[src/rtl/apb_master_bridge.sv]
//------------------------------------------------------------------------------
// apb_master_bridge
//
// Turns a core-side request/grant/response bus into APB3 master transfers.
// One transfer is in flight at a time, sequenced by an IDLE/SETUP/ACCESS FSM.
// The response is a single-cycle rvalid_o pulse carrying read data and error.
//
// Optional feature macro: APB_MST_TIMEOUT_EN
//   defined   : ACCESS aborts with err_o=1 after TIMEOUT_CYCLES cycles without
//               pready_i (pready_i in the limit cycle still completes normally)
//   undefined : ACCESS waits for pready_i indefinitely
//
// Ports:
//   clk_i, rst_ni          clock (rising edge), async active-low reset
//   req_i, addr_i, we_i,   core request; held with payload until gnt_o
//   wdata_i
//   gnt_o                  request accepted this cycle (combinational)
//   rvalid_o, rdata_o,     one-cycle response; rdata_o is 0 for writes,
//   err_o                  rdata_o/err_o hold until the next response
//   paddr_o, pwdata_o,     registered APB address / write data / direction
//   pwrite_o
//   psel_o, penable_o      APB phase controls
//   prdata_i, pready_i,    APB slave return path, sampled only when
//   pslverr_i              ACCESS completes
//------------------------------------------------------------------------------
module apb_master_bridge #(
   parameter int APB_ADDR_WIDTH = 32,
   parameter int APB_DATA_WIDTH = 32,
   parameter int TIMEOUT_CYCLES = 255
) (
   input  logic                      clk_i,
   input  logic                      rst_ni,
   // core side
   input  logic                      req_i,
   input  logic [APB_ADDR_WIDTH-1:0] addr_i,
   input  logic                      we_i,
   input  logic [APB_DATA_WIDTH-1:0] wdata_i,
   output logic                      gnt_o,
   output logic                      rvalid_o,
   output logic [APB_DATA_WIDTH-1:0] rdata_o,
   output logic                      err_o,
   // APB side
   output logic [APB_ADDR_WIDTH-1:0] paddr_o,
   output logic [APB_DATA_WIDTH-1:0] pwdata_o,
   output logic                      pwrite_o,
   output logic                      psel_o,
   output logic                      penable_o,
   input  logic [APB_DATA_WIDTH-1:0] prdata_i,
   input  logic                      pready_i,
   input  logic                      pslverr_i
);

   typedef enum logic [1:0] {
      ST_IDLE   = 2'd0,
      ST_SETUP  = 2'd1,
      ST_ACCESS = 2'd2
   } state_t;

   state_t state;

`ifdef APB_MST_TIMEOUT_EN
   // Count value seen in the last allowed ACCESS cycle; reaching it with
   // pready_i still low aborts the transfer.
   localparam logic [15:0] TO_LAST = 16'(TIMEOUT_CYCLES - 1);
   logic [15:0] wait_cnt;
`endif

   // Only combinational output: accept while idle.
   assign gnt_o = req_i && (state == ST_IDLE);

   // NOTE: every register in this block uses <= so all of them update from
   // the same pre-edge values; mixing in = here would create order-dependent
   // simulation and mismatch synthesis.
   always_ff @(posedge clk_i or negedge rst_ni) begin
      if (!rst_ni) begin
         state     <= ST_IDLE;
         paddr_o   <= '0;
         pwdata_o  <= '0;
         pwrite_o  <= 1'b0;
         psel_o    <= 1'b0;
         penable_o <= 1'b0;
         rvalid_o  <= 1'b0;
         rdata_o   <= '0;
         err_o     <= 1'b0;
`ifdef APB_MST_TIMEOUT_EN
         wait_cnt  <= '0;
`endif
      end else begin
         // Response is a pulse: low unless a completion below raises it.
         rvalid_o <= 1'b0;

         case (state)
            ST_IDLE: begin
               psel_o    <= 1'b0;
               penable_o <= 1'b0;
               if (gnt_o) begin
                  paddr_o  <= addr_i;
                  pwdata_o <= wdata_i;
                  pwrite_o <= we_i;
                  psel_o   <= 1'b1;
                  state    <= ST_SETUP;
               end
            end

            ST_SETUP: begin
               penable_o <= 1'b1;
               state     <= ST_ACCESS;
`ifdef APB_MST_TIMEOUT_EN
               wait_cnt  <= '0;
`endif
            end

            ST_ACCESS: begin
               if (pready_i) begin
                  // Normal completion also wins over a coincident timeout.
                  state     <= ST_IDLE;
                  psel_o    <= 1'b0;
                  penable_o <= 1'b0;
                  rvalid_o  <= 1'b1;
                  err_o     <= pslverr_i;
                  rdata_o   <= pwrite_o ? '0 : prdata_i;
               end
`ifdef APB_MST_TIMEOUT_EN
               else if (wait_cnt == TO_LAST) begin
                  state     <= ST_IDLE;
                  psel_o    <= 1'b0;
                  penable_o <= 1'b0;
                  rvalid_o  <= 1'b1;
                  err_o     <= 1'b1;
                  rdata_o   <= '0;
               end else begin
                  wait_cnt <= wait_cnt + 16'd1;
               end
`endif
            end

            default: begin
               // Illegal encoding: drop back to IDLE without any activity.
               state     <= ST_IDLE;
               psel_o    <= 1'b0;
               penable_o <= 1'b0;
            end
         endcase
      end
   end

endmodule

[config.mk]
export PLATFORM = sky130hd
export DESIGN_NAME = apb_master_bridge
export DESIGN_NICKNAME = d
export VERILOG_FILES = /design/src/rtl/apb_master_bridge.sv
export SDC_FILE = /design/constraint.sdc
export NUM_CORES = 1
export LEC_CHECK = 0
export ABC_AREA = 1
export BUFFER_PORTS_ARGS = -buffer_cell sky130_fd_sc_hd__buf_4
export CAP_MARGIN = 15
export CELL_PAD_IN_SITES_DETAIL_PLACEMENT = 0
export CELL_PAD_IN_SITES_GLOBAL_PLACEMENT = 1
export CORE_AREA = 2 2 113 115
export CTS_BUF_LIST = sky130_fd_sc_hd__clkbuf_4
export DETAILED_ROUTE_END_ITERATION = 7
export DIE_AREA = 0 0 115 117
export PLACE_DENSITY = 0.87
export SLEW_MARGIN = 10
export SYNTH_ARGS = -nofsm -noshare
export SYNTH_HDL_FRONTEND = slang
export SYNTH_SLANG_ARGS = --single-unit
[constraint.sdc]
create_clock -name clk_i -period 1.3 [get_ports clk_i]
set_input_delay 0 -clock clk_i [delete_from_list [all_inputs] [get_ports clk_i]]
set_output_delay 0 -clock clk_i [all_outputs]
set_load 0.02 [all_outputs]
After elaboration in Yosys (flattened, before gate mapping). Cells that the tools add are included.

Flip-flop bits (word level): 103. Word-level logic and storage cells: 30. Input port bits: 102. Output and inout bits: 102.

Mux-type cells: 10. Reduce and logical (&&, ||, !) cells: 6. Eq/ne operators: 4. Bitwise operators: 1.

Operators with widths (number): 32-bit 2-to-1 mux (1); 2-bit AND reduction (4); 2-bit one-hot mux with 3 select lines (1); 1-bit 2-to-1 mux (4); 2-bit 2-to-1 mux (2); 2-bit inequality test (second input constant) (2); 1-bit one-hot mux with 3 select lines (1); 2-bit by 1-bit equality test with 1-bit output (second input constant) (1); 2-bit equality test (second input constant) (1); 2-bit zero test (1); 1-bit one-hot mux with 2 select lines (1); 1-bit logical AND (1); 1-bit NOT (1).

Longest topological paths before layout.
Depth after elaboration: 4. Gate-level depth with buffers: 7. Mapped depth without buffers: 5.

Worst setup path after synthesis. No wires, ideal clock.

Kind: reg2reg. From: register pwrite_o. To: register rdata_o[10]. Data required time: 1.217 ns. Cell stages (with the launch flop): 5. Period minus slack after synthesis: 1.128 ns. Arrival: 1.045 ns. Path slack: 0.172 ns. Setup time: 0.083 ns. Path buffers: 1. Cell sequence: dfrtp_1 inv_1 clkbuf_1 nand2_1 o21ai_0.

Longest elaborated chain between the ends: 1.

Ends and longest elaborated chain: start, declared (RTL line 45) `output logic pwrite_o,`; start signal, assigned (RTL line 99) `pwrite_o <= we_i;`; 32-bit 2-to-1 mux (RTL line 121) `rdata_o <= pwrite_o ? '0 : prdata_i;`; end signal, assigned (RTL line 121); end, declared (RTL line 40) `output logic [APB_DATA_WIDTH-1:0] rdata_o,`.

Every way passes these cells. A chain may end at the register's enable or synchronous reset.

Worst setup path after layout.
From: register state[1]. To: output port gnt_o.

Longest elaborated chain between the ends: 2.

Ends and longest elaborated chain: start, declared (RTL line 59) `state_t state;`; start signal, assigned (RTL line 76) `state <= ST_IDLE;`; start signal, assigned (RTL line 101) `state <= ST_SETUP;`; start signal, assigned (RTL line 107) `state <= ST_ACCESS;`; 2-bit zero test (RTL line 69) `assign gnt_o = req_i && (state == ST_IDLE);`; 1-bit logical AND (RTL line 69); end, declared (RTL line 38) `output logic gnt_o,`.

Every way passes these cells.

==> metrics.yaml <==
power:
  ir_drop_mv: 0.963
  p_per_area_nw_per_um2: 2190
  leakage_nw: 3.73
  power_mw: 15.2
sta:
  fin_crit_sh_pct: 98.5
  hold_viol: 0
  finalSetupViolations: 0
  clock_skew_ns: 0.0220
  fmax_ghz: 0.781
  setup_ws_ns: 0.0197
  worstMarginPinSlew_ns: 0.375
  period_needed_ns: 1.28
  maxSlewViolCount: 0
  maxSlewHeadroom_pct: 75.0
  rsz0062_at_grt: "true"
die:
  die_x_um: 115
  ioPinCount: 204
  core_sq_um: 12300
  rows: 41
  start_util_pct: 32.1
  die_area_sq_um: 13500
  die_height_um: 117
routing:
  routed_wl_mm: 12.8
  drtIter0Drc: 195
  ant_nets: 0
  drt_drc_violations_left: 0
  viasPerCell: 4.46
  routedWlPerCell_um: 14.2
  dr.pass1.iters: 6
  vias: 4020
critical_path:
  worstSetupStartpointType: "register"
  path_max_fanout: 2
  crit_arrival_ns: 1.28
  r2r-end: "paddr_o[1]"
  cpPeakStageDelay_ns: 0.41
  rrSetupSlack_ns: 0.09
  criticalPathCategory: "register to output pin"
  end_kind: "output pin"
  rr_startpoint: "state[1]"
  required_ns: 1.30
  reg2reg_depth: 6
  path_cells: "inv_2, nand3_4, inv_4, buf_12, buf_8"
  crit_slowest_cell: "dfrtp_1"
synth:
  synth_edf_count: 0
  syn_nets: 539
  synth_top_flop_cell: "dfrtp_1"
  synthArstFlopShare_pct: 100
  synth_cells: 437
  synthTopCellsByArea: "dfrtp_1 65%, nand2_1 25%, o21ai_0 3.8%, buf_6 2.0%, buf_2 0.89%"
  synth_common_cells: "266 x nand2_1, 103 x dfrtp_1, 30 x o21ai_0"
  yosysTopAreaCell: "dfrtp_1"
  syn_area_sq_um: 3960
  synth.top_cell.area_share_pct: 65.1
  synth-seq-cells: 103
  yosysSeqAreaShare_pct: 65.1
  avgSynthCellArea_sq_um: 9.06
  ys_types: 12
  yosysMostFrequentCell: "nand2_1"
  yosysWarnings: 0
placed_design:
  dp_hpwl_mm: 7.70
  dp_cells: 776
  io_buffer_count: 203
  place.gp.congestion: 0.751
  dp_slack_ns: 0.133
layout:
  drive_gt1_share_pct: 32.1
  syn2layout_area_growth_pct: 75.4
  instances_no_fill: 901
  nets: 847
clock_network:
  htreeDepth: 3
  cts_tree: "done"
  clockBufferDepth: 2
  clock_latency_ns: 0.45
  cts_made_buffers: 9
  cts_root_buf: "clkbuf_4"
  path_clk_slew_ns: 0.17
  clock_sinks: 103
global_route:
  grt_pass1_vias: 4085
  grt_max_degree: 67
  track_usage_pct: 18.5
  antenna_found_initial: 0
  grt_overflow_total: 0
  grt_pass1_wl_mm: 19.4
hold_path:
  min_from: "req_i"
  hold_path_class: "input pin to register"
  hold_depth: 6
  hold_end: "pwdata_o[1]"
job:
  cap_violations: 0
outcome:
  status: "complete, no violations"
==> per-stage QoR <==
| step | cell area, sq um | hold slack, ns | TNS [ns] | util (%) |
|---|---|---|---|---|
| final | 6940 | 0.0542 | 0 | 56.4 |
| after global routing | 6940 | 0.0514 | -0.0799 | 56.4 |
| after CTS | 6910 | 0.00682 | -0.0237 | 56.1 |
| after detailed placement | 5670 | -0.0521 | 0 | 46.1 |
| after global placement | 5670 | -0.0535 | 0 | 46.1 |
| after floorplan | 3960 | -0.296 | 0 | - |
==> power breakdown <==
| group | internal, mW | total, mW | switching [mW] | leakage (nW) |
|---|---|---|---|---|
| registers | 4.70 | 5.62 | 0.910 | 1.29 |
| clock network | 0.614 | 1.69 | 1.07 | 0.0653 |
| logic | 3.42 | 7.94 | 4.52 | 2.38 |
==> cell families after synthesis <==
logic type             share of synthesized area, %
AO/OA/AOI/OAI                                  4.17
flip-flops                                     65.1
AND/OR/NAND/NOR                                25.7
buffers and inverters                          4.96
==> layout make-up <==
| cell class | count | area, sq um |
|---|---|---|
| Antenna cell | 1 | 2.50 |
| Fill cell | 1066 | 5370 |
| Tap cell | 150 | 188 |
| Inverter | 8 | 32.5 |
| Clock inverter | 6 | 68.8 |
| Clock buffer | 10 | 75.1 |
| Multi-Input combinational cell | 302 | 1200 |
| Timing Repair Buffer | 321 | 2800 |
| Sequential cell | 103 | 2580 |
==> placed cells by master (no fill, tap or decap) <==
cell and n:
nand2_1 266, buf_4 210, dfrtp_1 103, dlygate4sd3_1 101
o21ai_0 20, o21ai_1 13, clkbuf_4 10, buf_12 7
inv_1 5, clkinvlp_4 4, inv_2 2, nand3_4 2
diode_2 1, inv_4 1, nand3_1 1, inv_6 1
bufinv_16 1, buf_16 1, clkbuf_16 1, buf_8 1
==> state kept, by name, indices dropped and copies added (netlist names) <==
register / cells
state: 2
psel_o: 1
rvalid_o: 1
penable_o: 1
err_o: 1
pwdata_o: 32
paddr_o: 32
rdata_o: 32
pwrite_o: 1
==> timing repair <==
action | CTS | global route
cloned | 1 | 1
resized for setup | 4 | 12
endpoints found under the setup margin | 1 | 6
hold buffers | 101 | 0
setup buffers | 5 | 0
endpoints found under the hold margin | 204 | 0
==> worst max-delay path, delay by kind of cell (launching register included) <==
kind / cells / cell delay (ns)
buffers and inverters: 4 / 0.35
DFF: 1 / 0.41
and+or+nand+nor: 1 / 0.08
==> metal layers <==
metal	up-vias	track usage, %	share of wire (%)
li1	1952	-	-
met1	1895	21.1	40
met2	152	33.5	52
met3	21	3.86	6.0
met4	0	8.11	2.1
met5	-	0	0
==> worst max-delay path by stage <==
stage | startpoint | to | slack (ns) | cells after the start
final | state[1] | gnt_o | 0.02 | 5
after global routing | state[0] | gnt_o | -0.08 | 5
after CTS | state[0] | gnt_o | -0.02 | 5
after detailed placement | state[1] | pwdata_o[7] | 0.13 | 6
after global placement | state[1] | pwdata_o[23] | 0.18 | 6
after floorplan | pwrite_o | rdata_o[10] | 0.17 | 4
Power figures use the tool's default switching activity.
